## config.mk

```make
export PLATFORM = sky130hd
export DESIGN_NAME = vga_line_fetch
export DESIGN_NICKNAME = d
export VERILOG_FILES = /design/src/rtl/vga_line_fetch.sv
export SDC_FILE = /design/constraint.sdc
export NUM_CORES = 1
export LEC_CHECK = 0
export BUFFER_PORTS_ARGS = -buffer_cell sky130_fd_sc_hd__buf_4
export CORE_MARGIN = 2
export CORE_UTILIZATION = 40
export CTS_CLUSTER_DIAMETER = 80
export DETAILED_ROUTE_END_ITERATION = 10
export PLACE_DENSITY = 0.69
export SLEW_MARGIN = 10
export SYNTH_ARGS = -nofsm -noshare
export SYNTH_HDL_FRONTEND = slang
export SYNTH_SLANG_ARGS = --single-unit
```

## constraint.sdc

```tcl
create_clock -name vga_clk -period 8.3 [get_ports vga_clk]
set_clock_uncertainty 0.1 [all_clocks]
set_input_delay 0.415 -clock vga_clk [delete_from_list [all_inputs] [get_ports vga_clk]]
set_output_delay 0.415 -clock vga_clk [all_outputs]
set_load 0.01 [all_outputs]
```

## src/rtl/vga_line_fetch.sv

```systemverilog
// vga_line_fetch: fetches one video line from word-addressed memory in
// fixed-length bursts and streams the returned beats into line buffer A or B.
// A line is 640 or 1024 words, chosen by vga_mode when the request arrives.
module vga_line_fetch #(
  parameter logic [23:0] FB_BASE   = 24'h000000,
  parameter int          BURST_LEN = 16
) (
  input  logic        vga_clk,
  input  logic        rst_n_w,
  input  logic        vga_mode,
  input  logic        read_buff_req,
  input  logic        read_buff_A_B,
  input  logic [9:0]  read_buff_addr,
  input  logic        clear_err,
  output logic        mem_req,
  output logic [23:0] mem_addr,
  input  logic        mem_ack,
  input  logic        mem_rvalid,
  input  logic [15:0] mem_rdata,
  output logic        buffA_wr_en,
  output logic        buffB_wr_en,
  output logic [9:0]  buff_wr_addr,
  output logic [15:0] buff_wr_data,
  output logic        fetch_busy,
  output logic        underrun
);

  typedef enum logic [1:0] {
    ST_IDLE  = 2'd0,
    ST_ISSUE = 2'd1,
    ST_DATA  = 2'd2
  } state_t;

  localparam logic [6:0] BEAT_LAST = 7'(BURST_LEN - 1);

  // Word address of the first word of a line; shifts and adds only
  // (640 = 512 + 128), result wraps at 24 bits.
  function automatic logic [23:0] line_base(input logic [9:0] line, input logic mode);
    logic [23:0] l24;
    l24 = {14'd0, line};
    if (mode) begin
      line_base = FB_BASE + (l24 << 10);
    end else begin
      line_base = FB_BASE + (l24 << 9) + (l24 << 7);
    end
  endfunction

  state_t      state_q, state_d;
  logic        req_q;
  logic        req_rise_s;
  logic [9:0]  line_q, line_d;
  logic        ab_q, ab_d;
  logic        mode_q, mode_d;
  logic [10:0] word_idx_q, word_idx_d;
  logic [6:0]  beat_q, beat_d;
  logic [10:0] line_len_s;
  logic        mem_req_q, mem_req_d;
  logic [23:0] mem_addr_q, mem_addr_d;
  logic        wra_q, wra_d;
  logic        wrb_q, wrb_d;
  logic [9:0]  wr_addr_q, wr_addr_d;
  logic [15:0] wr_data_q, wr_data_d;
  logic        busy_q, busy_d;
  logic        underrun_q, underrun_d;

  assign req_rise_s = read_buff_req & ~req_q;
  assign line_len_s = mode_q ? 11'd1024 : 11'd640;

  // Next-state, latched fetch parameters and registered-output values.
  always_comb begin
    state_d    = state_q;
    line_d     = line_q;
    ab_d       = ab_q;
    mode_d     = mode_q;
    word_idx_d = word_idx_q;
    beat_d     = beat_q;
    wra_d      = 1'b0;
    wrb_d      = 1'b0;
    wr_addr_d  = wr_addr_q;
    wr_data_d  = wr_data_q;

    case (state_q)
      ST_IDLE: begin
        if (req_rise_s) begin
          line_d     = read_buff_addr;
          ab_d       = read_buff_A_B;
          mode_d     = vga_mode;
          word_idx_d = 11'd0;
          beat_d     = 7'd0;
          state_d    = ST_ISSUE;
        end else begin
          state_d    = ST_IDLE;
        end
      end
      ST_ISSUE: begin
        if (mem_ack) begin
          state_d = ST_DATA;
        end else begin
          state_d = ST_ISSUE;
        end
      end
      ST_DATA: begin
        if (mem_rvalid) begin
          wra_d      = ~ab_q;
          wrb_d      = ab_q;
          wr_addr_d  = word_idx_q[9:0];
          wr_data_d  = mem_rdata;
          word_idx_d = word_idx_q + 11'd1;
          if (beat_q == BEAT_LAST) begin
            beat_d = 7'd0;
            if (word_idx_d == line_len_s) begin
              state_d = ST_IDLE;
            end else begin
              state_d = ST_ISSUE;
            end
          end else begin
            beat_d = beat_q + 7'd1;
          end
        end else begin
          state_d = ST_DATA;
        end
      end
      default: begin
        state_d = ST_IDLE;
      end
    endcase

    // Request and address are derived from the state being entered so they
    // appear together on the first ISSUE cycle and hold until the ack.
    mem_req_d = (state_d == ST_ISSUE);
    if (mem_req_d) begin
      mem_addr_d = line_base(line_d, mode_d) + {13'd0, word_idx_d};
    end else begin
      mem_addr_d = mem_addr_q;
    end

    // Busy stays high through the cycle carrying the final write strobe.
    busy_d = (state_d != ST_IDLE) || (state_q != ST_IDLE);

    // A new request while busy is dropped and flagged; set beats clear.
    if (req_rise_s && (state_q != ST_IDLE)) begin
      underrun_d = 1'b1;
    end else if (clear_err) begin
      underrun_d = 1'b0;
    end else begin
      underrun_d = underrun_q;
    end
  end

  // State, fetch context and registered outputs.
  always_ff @(posedge vga_clk or negedge rst_n_w) begin
    if (!rst_n_w) begin
      state_q    <= ST_IDLE;
      req_q      <= 1'b0;
      line_q     <= 10'd0;
      ab_q       <= 1'b0;
      mode_q     <= 1'b0;
      word_idx_q <= 11'd0;
      beat_q     <= 7'd0;
      mem_req_q  <= 1'b0;
      mem_addr_q <= 24'd0;
      wra_q      <= 1'b0;
      wrb_q      <= 1'b0;
      wr_addr_q  <= 10'd0;
      wr_data_q  <= 16'd0;
      busy_q     <= 1'b0;
      underrun_q <= 1'b0;
    end else begin
      state_q    <= state_d;
      req_q      <= read_buff_req;
      line_q     <= line_d;
      ab_q       <= ab_d;
      mode_q     <= mode_d;
      word_idx_q <= word_idx_d;
      beat_q     <= beat_d;
      mem_req_q  <= mem_req_d;
      mem_addr_q <= mem_addr_d;
      wra_q      <= wra_d;
      wrb_q      <= wrb_d;
      wr_addr_q  <= wr_addr_d;
      wr_data_q  <= wr_data_d;
      busy_q     <= busy_d;
      underrun_q <= underrun_d;
    end
  end

  assign mem_req      = mem_req_q;
  assign mem_addr     = mem_addr_q;
  assign buffA_wr_en  = wra_q;
  assign buffB_wr_en  = wrb_q;
  assign buff_wr_addr = wr_addr_q;
  assign buff_wr_data = wr_data_q;
  assign fetch_busy   = busy_q;
  assign underrun     = underrun_q;

endmodule

```

## Word-level counts from Yosys, hierarchy flattened

Cells that the tools add are included.

- Register bits after elaboration: 88
- Input port bits: 34
- Output and inout port bits: 55

- $add $sub $neg: 4
- Equal/unequal tests: 7
- Muxes and demuxes: 26
- Bitwise operators: 3
- Reductions and logical operators: 10

Operators with widths:

| operator | number |
|---|---|
| $mux 11 | 3 |
| $add 24x11->24 | 1 |
| $mux 24 | 1 |
| $pmux 11 s2 | 1 |
| $mux 7 | 3 |
| $add 19x17->20 | 1 |
| $mux 10 | 2 |
| $mux 20 | 1 |
| $pmux 7 s2 | 1 |
| $add 11x1->11 const B | 1 |
| $eq 11x11->1 | 1 |
| $mux 1 | 10 |
| $reduce_bool 2->1 | 4 |
| $add 7x1->7 const B | 1 |
| $eq 7x4->1 const B | 1 |
| $mux 2 | 3 |
| $pmux 2 s3 | 1 |
| $eq 2x1->1 const B | 2 |
| $ne 2x2->1 const B | 2 |
| $reduce_and 2->1 | 2 |
| $reduce_and 3->1 | 1 |
| $eq 2x2->1 const B | 1 |
| $logic_not 2->1 | 1 |
| $not 1->1 | 2 |
| other kinds (3) | 3 |

## Logic depth before layout (Yosys ltp)

Gate-level depths: netlist of the first run.

- Depth after elaboration: 9
- Depth in mapped cells: 18

## Worst setup path before layout of the first run

OpenSTA, ideal clock, no wires.

- Path type: register to register
- From: register state_q[1]
- To: register mem_addr_q[18] (netlist: mem_addr[18])
- Setup time: 125 ps
- Arrival time: 3830 ps
- Data required time: 8075 ps
- Setup slack: 4245 ps
- Cell stages (with the launch flop): 17
- Path buffers: 3
- Path through: dfrtp_1 > nor4b_2 > clkbuf_1 > buf_1 > mux2i_1 > inv_1 > ha_1 > clkbuf_1 > a21oi_1 > nand3_1 > a221oi_1 > nor3_1 > xnor2_1 > mux2i_1 > nor3_2 > xnor2_1 > mux2_2

- Longest elaborated chain between the ends: 6

Ends and longest elaborated chain:

| element | RTL line | source |
|---|---|---|
| start: declaration | 48 | `state_t state_q, state_d;` |
| start signal: assignment | 169 | `state_q <= state_d;` |
| $logic_not 2->1 * | 82 | `case (state_q)` |
| $mux 10 * | 82 |  |
| named net line_d[5] | 51 | `logic [9:0] line_q, line_d;` |
| $add 19x17->20 | 44 | `line_base = FB_BASE + (l24 << 9) + (l24 << 7);` |
| $mux 20 * | 41 | `if (mode) begin` |
| $mux 24 * | 131 | `if (mem_req_d) begin` |
| $add 24x11->24 * | 132 | `mem_addr_d = line_base(line_d, mode_d) + {13'd0, word_idx_d};` |
| end signal: assignment | 177 | `mem_addr_q <= mem_addr_d;` |
| end: declaration | 58 | `logic [23:0] mem_addr_q, mem_addr_d;` |

The timed path passes the listed nets; every way through them passes the cells marked *. The select of a mux whose other input is x is not followed.
A chain may end at the register's enable or synchronous reset.

## Worst setup path after layout of the first run

- From: register req_q
- To: register mem_addr_q[19] (netlist: mem_addr[19])

- Longest elaborated chain between the ends: 8

Ends and longest elaborated chain:

| element | RTL line | source |
|---|---|---|
| start: declaration | 49 | `logic req_q;` |
| start signal: assignment | 170 | `req_q <= read_buff_req;` |
| $not 1->1 * | 66 | `assign req_rise_s = read_buff_req & ~req_q;` |
| $and 1x1->1 * | 66 |  |
| $mux 10 | 84 | `if (req_rise_s) begin` |
| $mux 10 | 82 |  |
| $add 19x17->20 | 44 |  |
| $mux 20 | 41 |  |
| $mux 24 | 131 |  |
| $add 24x11->24 | 132 |  |

Every way passes the cells marked *; elsewhere a longest branch is shown, timed or not. The select of a mux whose other input is x is not followed.

==> flow_summary.toml, run 1 <==
[cts]
path_clk_slew_ns = 0.06
postCtsSetupBuffers = 0
cts.sinks = 85
cts_resized = 0
ctsHoldBuffers = 0
cts_tree = "built"
htreeDepth = 3
cts_buffer_depth = 2
cts_root_buf = "clkbuf_16"
clk_latency_ns = 0.34
cts-buffers-inserted = 9

[pwr]
internal-power_w = 0.00126
combPwrFrac_pct = 50.3
power_density_nw_per_um2 = 367
switchingPower_w = 0.000861
swShare_pct = 40.5
p_leak_nw = 2.90
ir_drop_uv = 200
clkPwrFrac_pct = 20.0
seq_power_share_pct = 29.7

[synth]
synth_top_family_by_area = "simple AND/OR/NAND/NOR gates"
synth_xor_area_share_pct = 4.82
yosys-top-cells-area = "dfrtp_1 (45%), nand2_1 (11%), mux2_2 (5.2%)"
synth_mux_area_share_pct = 7.42
ys_seq_elements = 85
synth_edf_count = 0
synth_compound_area_share_pct = 11.3
syn-cell-area_um2 = 4720
ys_seq_area_share_pct = 45.1
synth-simple-area-share_pct = 23.1
synth-main-ff-cell = "dfrtp_1"
synth.avg_cell_area_um2 = 9.06
synth_top_area_share_pct = 45.1
yosys_warnings = 0
yosysUniqueCellTypes = 61
synth_adder_area_share_pct = 4.13
ys_async_sr_fraction_pct = 100
syn_inst = 521
synth_top_area_cell = "dfrtp_1"

[drt]
viasPerCell = 5.34
drtIter0Drc = 264
dr.pass1.iters = 5
vias = 3965
wl_mm = 11.3
drc = 0
drtAntennaViolNets = 0
wl_per_cell_um = 15.2

[final_layout]
seqCellArea_um2 = 2130
fin_nets = 643
n_antenna_cell = 0
nFillCells = 1046
multi_input_area_um2 = 2430
post-route-util_pct = 50.5
layout_commonest_cell = "nand2_1"
final_layout_size_suffix_gt1_share_pct = 23.0
syn_to_final_growth_pct = 22.6
layout_common_cells = "nand2_1 (133), buf_4 (89), dfrtp_1 (85)"

[global_route]
grt_usage_pct = 18.6
grt_pass1_vias = 3978
use_met3_pct = 4.10
grt_pass1_wl_mm = 19.0
antenna_found_initial = 0
overflow = 0
grt_start_max_net_pins = 86
grt-busiest-layer = "met2"
met2_usage_pct = 30.5
use_met1_pct = 23.4

[critical_path]
critPathCaptureType = "flop"
cp_top_family = "simple AND/OR/NAND/NOR gates"
r2r_slack_ns = 3.96
cp_num_buf_inv = 2
crit_required_ns = 8.42
slowest_delay_ns = 0.87
cp_cell_sequence = "or4b_1 > mux2i_4 > inv_2 > nor2_1 > ha_1 > inv_1 > fa_1 > nor2b_1 > o21ai_0 > nand2b_1 > and3_1 > nand3b_1 > nor4_1 > xor2_1 > mux2i_1"
rr_endpoint = "mem_addr[19]$_DFFE_PN0P_"
slowest_stage = "or4b_1"
critPathKind = "flop to flop"
crit_path_start = "req_q$_DFF_PN0_"
reg2reg_depth = 15
rr_startpoint = "req_q$_DFF_PN0_"
start_kind = "flop"
cp_max_fo = 18
crit_arrival_ns = 4.47

[timing]
max_freq_mhz = 230
totalNegativeSetupSlack_ns = 0
worst_slew_pin_slew_ns = 1.07
finalCritPeriodShare_pct = 52.3
rsz0062_at_grt = "no"
whs_ns = 0.106
hold_viol = 0
post-route-min-period_ns = 4.34
drv_slew = 0
finalSetupViolCount = 0
slew_headroom_pct = 28.7

[job]
maxCapViolCount = 0

[hold_path]
hold_path_depth = 1
min-delay-start = "read_buff_req"
hold_path.class = "input port to flop"
hold_path_end = "req_q$_DFF_PN0_"

[placed_design]
routabilityCongestion = 0.892
io_buffers = 85
hpwl_mm = 8.11

[floorplan]
rows = 39
ios = 89
core_area_um2 = 11500
die-width_um = 113
die_h_um = 113
dieArea_um2 = 12700
initial_core_util_pct = 41.2

[run_status]
status = "finished clean"
==> per-stage QoR <==
stage / std cells / setup WS (ns) / cell area (um2) / total power (W)
after floorplan: 523 / 4.25 / 4730 / 0.00136
after global placement: 726 / 4.09 / 5470 / 0.00167
after detailed placement: 726 / 3.97 / 5470 / 0.00170
after CTS: 742 / 3.97 / 5790 / 0.00214
after global routing: 742 / 3.53 / 5790 / 0.00229
final: 742 / 3.96 / 5790 / 0.00212
==> worst max path at each step <==
stage	to	slack, ns	cells after the start
final	mem_addr[19]$_DFFE_PN0P_	3.96	15
after global routing	mem_addr[19]$_DFFE_PN0P_	3.53	15
after CTS	mem_addr[19]$_DFFE_PN0P_	3.97	15
after detailed placement	mem_addr[19]$_DFFE_PN0P_	3.97	16
after global placement	mem_addr[19]$_DFFE_PN0P_	4.09	16
after floorplan	mem_addr[18]$_DFFE_PN0P_	4.25	16
==> area by class of cell <==
class                      instances  area share (%)
clock buffer                      12            4.60
inverter                          17            1.10
timing repair buffer              89            11.5
sequential                        85            36.7
multi-input combinational        392            42.0
tap                              143            3.09
clock inverter                     4           0.908
==> layer usage <==
| layer | wire (um) | vias to the layer above | part of all wire [%] |
|---|---|---|---|
| met4 | 262 | 0 | 2.3 |
| met3 | 644 | 22 | 5.7 |
| li1 | - | 1928 | - |
| met2 | 5370 | 144 | 48 |
| met1 | 5010 | 1871 | 44 |
| met5 | 0 | - | 0 |
==> state kept, by name (all words and copies together), names as in the netlist, 2 cells and up <==
| name | cells |
|---|---|
| beat_q | 7 |
| buff_wr_addr | 10 |
| buff_wr_data | 16 |
| line_q | 10 |
| mem_addr | 21 |
| state_q | 2 |
| word_idx_q | 11 |
==> cells in the mapped netlist, types with 2 or more instances <==
cell type and number:
nand2_1 133, dfrtp_1 85, o31ai_1 6, o21ai_0 26, xnor2_1 12, clkbuf_1 18, inv_1 16, ha_1 14
and2_1 6, a22o_1 2, mux2_2 22, nor2b_1 7, or3_1 3, nor2_1 37, and4_1 3, xor2_1 14
nand4b_1 3, buf_2 4, nand4_1 4, o2bb2ai_1 2, nand3b_1 3, o2111ai_1 2, nor3_1 3, nand2b_1 3
nand3_1 16, mux2i_1 8, and3_1 9, a21o_1 4, buf_1 3, buf_4 4, nor4_1 4, a31oi_1 4
a21oi_1 12, o211ai_1 2
==> power groups by stage <==
stage	combinational (W)	sequential (W)	clock [W]
floorplan	0.000705	0.000655	0
finish	0.00107	0.000630	0.000424
global route	0.00119	0.000646	0.000456
global placement	0.00104	0.000630	0
CTS	0.00108	0.000631	0.000436
detailed placement	0.00107	0.000636	0
==> worst reg2reg max path, cell delays in order, from the launching register on <==
cell and delay (ns):
dfrtp_1 0.42, or4b_1 0.87, mux2i_4 0.56, inv_2 0.26, nor2_1 0.16, ha_1 0.18
inv_1 0.05, fa_1 0.39, nor2b_1 0.12, o21ai_0 0.08, nand2b_1 0.10, and3_1 0.20
nand3b_1 0.15, nor4_1 0.28, xor2_1 0.21, mux2i_1 0.09
==> cell families after synthesis <==
logic type               count (synthesis)
AO/OA/AOI/OAI                           77
XOR/XNOR                                26
adder cells (fa/ha/maj)                 15
buffers and inverters                   46
flip-flops                              85
multiplexers                            31
other                                    1
AND/OR/NAND/NOR                        240
No activity file was read; power rests on OpenSTA's default activity.
==> inputs of run 2 (changes only) <==
ABC_AREA = 1   (was default)
clock period = 4.3 ns   (was 8.3 ns; I/O delays follow)
==> run 2 against run 1 <==
  * The flow now finishes with violations (negative hold slack)
  * Hold slack worse by 0.14 ns
  * Setup slack worse by 3.5 ns
  * Total power rose by 18%
  * Die area rose by 1.3%
  * Largest cell class unchanged
==> flow_summary.toml, run 2 <==
[run_status]
status = "complete, but fails checks"
violations = "negative hold slack"

[global_route]
antenna_found_initial = 0
grt_start_max_net_pins = 86
grt_pass1_wl_mm = 19.9
grt_pass1_vias = 4179
grt_usage_pct = 19.6
overflow = 0

[placed_design]
io_buffers = 85
place_ws_ns = 0.511
hpwl_mm = 8.69
routabilityCongestion = 0.926

[synth]
synth_top_area_share_pct = 44.4
yosys-top-cells-count = "nand2_1 (210), dfrtp_1 (85), inv_1 (52)"
yosysUniqueCellTypes = 42
synth.most_common_cell = "nand2_1"
synth-main-ff-cell = "dfrtp_1"
ys_seq_area_share_pct = 44.4
synth_edf_count = 0
yosys-top-cells-area = "dfrtp_1 (44%), nand2_1 (16%), nand3_1 (4.7%)"
ys_seq_elements = 85
syn_inst = 607
yosys_warnings = 0
ys_async_sr_fraction_pct = 100
syn-cell-area_um2 = 4790
synth.avg_cell_area_um2 = 7.88
synth_top_area_cell = "dfrtp_1"

[critical_path]
cp_top_family = "simple AND/OR/NAND/NOR gates"
start_kind = "input port"
crit_arrival_ns = 4.06
critPathKind = "input port to flop"
cp_cell_sequence = "dlygate4sd3_1 > buf_4 > inv_1 > nor2_4 > nand2_8 > o21ai_0 > inv_1 > ha_1 > ha_1 > nand2_1 > o21ai_0 > ha_1 > nand2_1 > o21ai_0 > inv_1 > a21oi_1 > nand3_1 > nor2_4 > inv_2 > o21bai_1 > nand3_1 > nand2_1"
critPathCaptureType = "flop"
crit_required_ns = 4.49
slowest_stage = "dlygate4sd3_1"
slowest_delay_ns = 0.52
cp_max_fo = 22
cp_num_buf_inv = 6

[timing]
whs_ns = -0.0334
finalCritPeriodShare_pct = 90.2
setup_ws_ns = 0.423
slew_headroom_pct = 28.7
hold_viol = 46
rsz0062_at_grt = "no"
totalNegativeSetupSlack_ns = 0
post-route-min-period_ns = 3.88
drv_slew = 0
finalSetupViolCount = 0
worst_slew_pin_slew_ns = 1.07
max_freq_mhz = 258

[cts]
cts.sinks = 85
postCtsSetupBuffers = 0
cts_buffer_depth = 2
path_clk_slew_ns = 0.06
cts_root_buf = "clkbuf_16"
clk_latency_ns = 0.35
cts-buffers-inserted = 9
cts_tree = "built"
htreeDepth = 3

[pwr]
internal-power_w = 0.00170
p_total_w = 0.00251
switchingPower_w = 0.000813
combPwrFrac_pct = 26.7
clkPwrFrac_pct = 32.9
p_leak_nw = 3.15
seq_power_share_pct = 40.4
ir_drop_uv = 172
swShare_pct = 32.3
power_density_nw_per_um2 = 418

[final_layout]
final_layout_size_suffix_gt1_share_pct = 22.0
fin_nets = 756
layout_common_cells = "nand2_1 (210), buf_4 (88), dfrtp_1 (85)"
layout_commonest_cell = "nand2_1"
syn_to_final_growth_pct = 25.6
n_antenna_cell = 0
largest_reg_flops = 21

[floorplan]
die_h_um = 113
dieArea_um2 = 12900
ios = 89
rows = 39
core_area_um2 = 11600
initial_core_util_pct = 41.4
die-width_um = 113

[drt]
drtIter0Drc = 262
vias = 4325
drc = 0
dr.pass1.iters = 6
wl_per_cell_um = 14.0
drtAntennaViolNets = 0
wl_mm = 12.0
routedLengthMet1_mm = 5.47
wl_met3_um = 561
wl_met2_mm = 5.62
viasPerCell = 5.08
routed.top_layer = "met4"

[hold_path]
hold_path.class = "input port to asynchronous set/reset pin"

[job]
maxCapViolCount = 0
-- run 2: cell types whose count changed after synthesis, sizes merged, moves of 6 or more --
cell / change
o22ai: +10
and2: -6
o21ai: +9
mux2: -22
clkbuf: -11
nor2b: -7
nand3: +34
o31ai: -7
inv: +41
and3: -9
mux2i: -9
nand2: +102
xnor2: -12
-- run 2: layer usage --
| layer | up-vias | global-route usage, % |
|---|---|---|
| li1 | 2145 | - |
| met1 | 2026 | 25.7 |
| met2 | 126 | 31.3 |
| met3 | 28 | 4.46 |
| met4 | 0 | 8.21 |
| met5 | - | 0 |
-- run 2: power groups by stage --
| stage | sequential, W | combinational (W) | clock, W |
|---|---|---|---|
| 6_report | 0.00102 | 0.000671 | 0.000827 |
| 2_1_floorplan | 0.00104 | 0.000396 | 0 |
| 3_5_place_dp | 0.00103 | 0.000654 | 0 |
| 4_1_cts | 0.00102 | 0.000670 | 0.000842 |
| 3_3_place_gp | 0.00102 | 0.000634 | 0 |
| 5_1_grt | 0.00103 | 0.000752 | 0.000880 |
-- run 2: timing repair --
| item | in CTS | in global routing |
|---|---|---|
| hold buffers | 19 | 0 |
| endpoints found under the setup margin | 0 | 1 |
| hold endpoints to repair | 19 | 0 |
| resized for setup | 0 | 2 |
-- run 2: layout make-up --
cell class / instances / area [um2]
repair buffers: 107 / 851
well taps: 143 / 179
multi-input cells: 444 / 2320
flip-flops and latches: 85 / 2130
clock buffers: 11 / 243
clock inverters: 2 / 60.1
inverters: 60 / 229
fillers: 1093 / 5550
-- run 2: metrics by stage --
stage	area (um2)	hold WS, ns	utilization, %	cells
2_1_floorplan	4790	-0.181	-	609
3_3_place_gp	5510	0.235	47.6	820
3_5_place_dp	5510	0.236	47.6	820
4_1_cts	6000	0.00564	51.9	852
5_1_grt	6010	0.0229	52.0	852
6_report	6010	-0.0334	52.0	852
-- run 2: path summary, 6_finish.rpt --
kind / startpoint / end / slack (ns) / depth (start not counted)
hold reg to reg: ab_q$_DFFE_PN0P_ / buffA_wr_en$_DFF_PN0_ / 0.37 / 1
min in group vga_clk: mem_rvalid / buffB_wr_en$_DFF_PN0_ / 0.02 / 3
hold / removal: rst_n_w / buff_wr_addr[2]$_DFFE_PN0P_ / -0.03 / 1
setup / recovery: read_buff_req / mem_addr[17]$_DFFE_PN0P_ / 0.42 / 22
max in group asynchronous: rst_n_w / line_q[4]$_DFF_PN0_ / 3.45 / 1
setup reg to reg: state_q[0]$_DFF_PN0_ / mem_addr[17]$_DFFE_PN0P_ / 0.51 / 19
-- run 2: kinds of logic (layout without fill, tap and decap cells) --
group / Yosys count / count (layout) / share of synthesized area, %
adders and majority gates: 15 / 15 / 4.08
and+or+nand+nor: 343 / 343 / 33.2
buffers and inverters: 80 / 180 / 7.40
xor gates and xnor gates: 10 / 10 / 1.83
other: 1 / 3 / 0.0784
AOI/OAI and AO/OA: 73 / 73 / 8.97
DFF: 85 / 85 / 44.4
==> inputs of run 3 (changes only) <==
GPL_TIMING_DRIVEN = 0   (was default)
==> run 3 against run 2 <==
  * The flow still finishes with violations (negative hold slack)
  * Cell count is 2.5% higher
  * Via count decreased by 1.7%
  * Sequential share of layout area is 0.66 points lower
  * Setup slack got worse by 0.038 ns
  * Sequential cell count is the same
  * Combinational power decreased by 0.6%
  * Global-route usage down 0.95 points
  * Cell area is 1.9% higher
  * Register-to-register slack worse by 0.12 ns
  * Non-clock buffer count is 18 higher
  * Critical path type is now flop to flop
==> flow_summary.toml, run 3 (synthesis gave the netlist of run 2 again) <==
[run_status]
status = "complete, but fails checks"
violations = "negative hold slack"

[final_layout]
largest_reg_flops = 21
post-route-util_pct = 53.0
final_layout_size_suffix_gt1_share_pct = 23.3
nFillCells = 1090
layout_commonest_cell = "nand2_1"
n_antenna_cell = 0
fin_nets = 774
seqCellArea_um2 = 2130
layout_common_cells = "nand2_1 (210), buf_4 (91), dfrtp_1 (85)"
syn_to_final_growth_pct = 28.0
multi_input_area_um2 = 2310

[pwr]
ir_drop_uv = 223
internal-power_w = 0.00167
seq_power_share_pct = 40.5
power_density_nw_per_um2 = 409
p_total_w = 0.00250
clkPwrFrac_pct = 32.9
switchingPower_w = 0.000838
combPwrFrac_pct = 26.6
p_leak_nw = 3.23
swShare_pct = 33.5

[timing]
worst_slew_pin_slew_ns = 1.07
finalSetupViolCount = 0
setup_ws_ns = 0.385
slew_headroom_pct = 28.8
drv_slew = 0
whs_ns = -0.0429
post-route-min-period_ns = 3.91
finalCritPeriodShare_pct = 91.0
max_freq_mhz = 255
rsz0062_at_grt = "no"
hold_viol = 37
totalNegativeSetupSlack_ns = 0

[placed_design]
routabilityCongestion = 0.893
place_ws_ns = 0.473
hpwl_mm = 8.43
io_buffers = 85

[cts]
cts_buffer_depth = 2
cts_tree = "built"
htreeDepth = 3
cts-buffers-inserted = 9
cts_root_buf = "clkbuf_16"
cts.sinks = 85
postCtsSetupBuffers = 0
path_clk_slew_ns = 0.07
clk_latency_ns = 0.34

[critical_path]
critPathKind = "flop to flop"
cp_top_family = "simple AND/OR/NAND/NOR gates"
rr_startpoint = "state_q[1]$_DFF_PN0_"
crit_arrival_ns = 4.03
cp_max_fo = 10
rr_endpoint = "mem_addr[16]$_DFFE_PN0P_"
cp_num_cells = 21
slowest_delay_ns = 0.41
cp_num_buf_inv = 5
crit_required_ns = 4.41
slowest_stage = "clkbuf_1"
reg2reg_depth = 21
cp_cell_sequence = "inv_1 > nor2_1 > inv_1 > nor2_1 > nor2_2 > inv_1 > clkbuf_1 > o22ai_1 > ha_1 > nand2_1 > nor2_1 > a211oi_1 > inv_1 > a21oi_1 > a21oi_4 > nand3_2 > nor2_2 > nand2_2 > nor2_1 > o21ai_0 > nand2_1"
critPathCaptureType = "flop"
start_kind = "flop"
r2r_slack_ns = 0.39

[drt]
dr.pass1.iters = 4
drc = 0
wl_per_cell_um = 13.1
drtAntennaViolNets = 0
vias = 4253
viasPerCell = 4.87
wl_mm = 11.4
drtIter0Drc = 213

[floorplan]
ios = 89
dieArea_um2 = 12900
die_h_um = 113
initial_core_util_pct = 41.4
rows = 39
core_area_um2 = 11600
die-width_um = 113

[global_route]
antenna_found_initial = 0
overflow = 0
grt_start_max_net_pins = 86
grt_pass1_vias = 4116
grt_usage_pct = 18.6
grt_pass1_wl_mm = 19.5

[job]
maxCapViolCount = 0

[hold_path]
hold_path.class = "input port to asynchronous set/reset pin"
run 3: cell count changes in the layout (fill, tap and decap cells not counted), sizes merged:
cell | before | now
bufinv | 2 | 1
clkinv | 2 | 3
clkinvlp | 0 | 1
dlygate4sd3 | 19 | 20
buf | 88 | 98
clkbuf | 11 | 17
inv | 58 | 61
run 3: metrics by stage:
stage	hold WS (ns)	std cells	area (um2)
after CTS	0.0160	873	6120
after detailed placement	0.235	837	5610
after floorplan	-0.181	609	4790
final	-0.0429	873	6130
after global routing	0.0532	873	6130
after global placement	0.237	837	5610
run 3: metal layers:
layer | up-vias | part of all wire, % | global-route usage [%]
met5 | - | 0 | 0
met1 | 1983 | 47 | 25.4
met3 | 13 | 3.4 | 3.29
li1 | 2179 | - | -
met4 | 0 | 1.5 | 4.47
met2 | 78 | 48 | 31.1
run 3: layout make-up:
cell class,count,area share [%]
clock buffers,10,3.90
well taps,143,2.92
inverters,60,3.74
repair buffers,105,13.7
clock inverters,6,1.23
plain buffers,20,2.04
multi-input cells,444,37.8
flip-flops and latches,85,34.7
run 3: power by group through the flow:
stage               Sequential (W)  Combinational (W)  Clock (W)
floorplan                  0.00104           0.000396          0
global placement           0.00102           0.000633          0
detailed placement         0.00103           0.000650          0
CTS                        0.00101           0.000669   0.000843
global route               0.00103           0.000754   0.000873
finish                     0.00101           0.000667   0.000824
run 3: what timing repair did:
item | 4_1_cts | 5_1_grt
endpoints found under the hold margin | 20 | 0
endpoints found under the setup margin | 0 | 2
gates resized for setup | 0 | 1
hold buffers | 20 | 0
run 3: worst reg2reg max path, stage by stage (launching register included):
cell and delay (ns):
dfrtp_1 0.39, inv_1 0.09, nor2_1 0.21, inv_1 0.11, nor2_1 0.22, nor2_2 0.13, inv_1 0.18, clkbuf_1 0.41
o22ai_1 0.20, ha_1 0.39, nand2_1 0.09, nor2_1 0.04, a211oi_1 0.30, inv_1 0.08, a21oi_1 0.23, a21oi_4 0.06
nand3_2 0.09, nor2_2 0.04, nand2_2 0.10, nor2_1 0.05, o21ai_0 0.21, nand2_1 0.08
run 3: worst max-delay path by stage:
stage,start,endpoint
2_1_floorplan,state_q[1]$_DFF_PN0_,mem_addr[18]$_DFFE_PN0P_
3_3_place_gp,state_q[1]$_DFF_PN0_,mem_addr[16]$_DFFE_PN0P_
3_5_place_dp,state_q[1]$_DFF_PN0_,mem_addr[16]$_DFFE_PN0P_
4_1_cts,read_buff_req,mem_addr[16]$_DFFE_PN0P_
5_1_grt,state_q[1]$_DFF_PN0_,mem_addr[16]$_DFFE_PN0P_
6_report,state_q[1]$_DFF_PN0_,mem_addr[16]$_DFFE_PN0P_
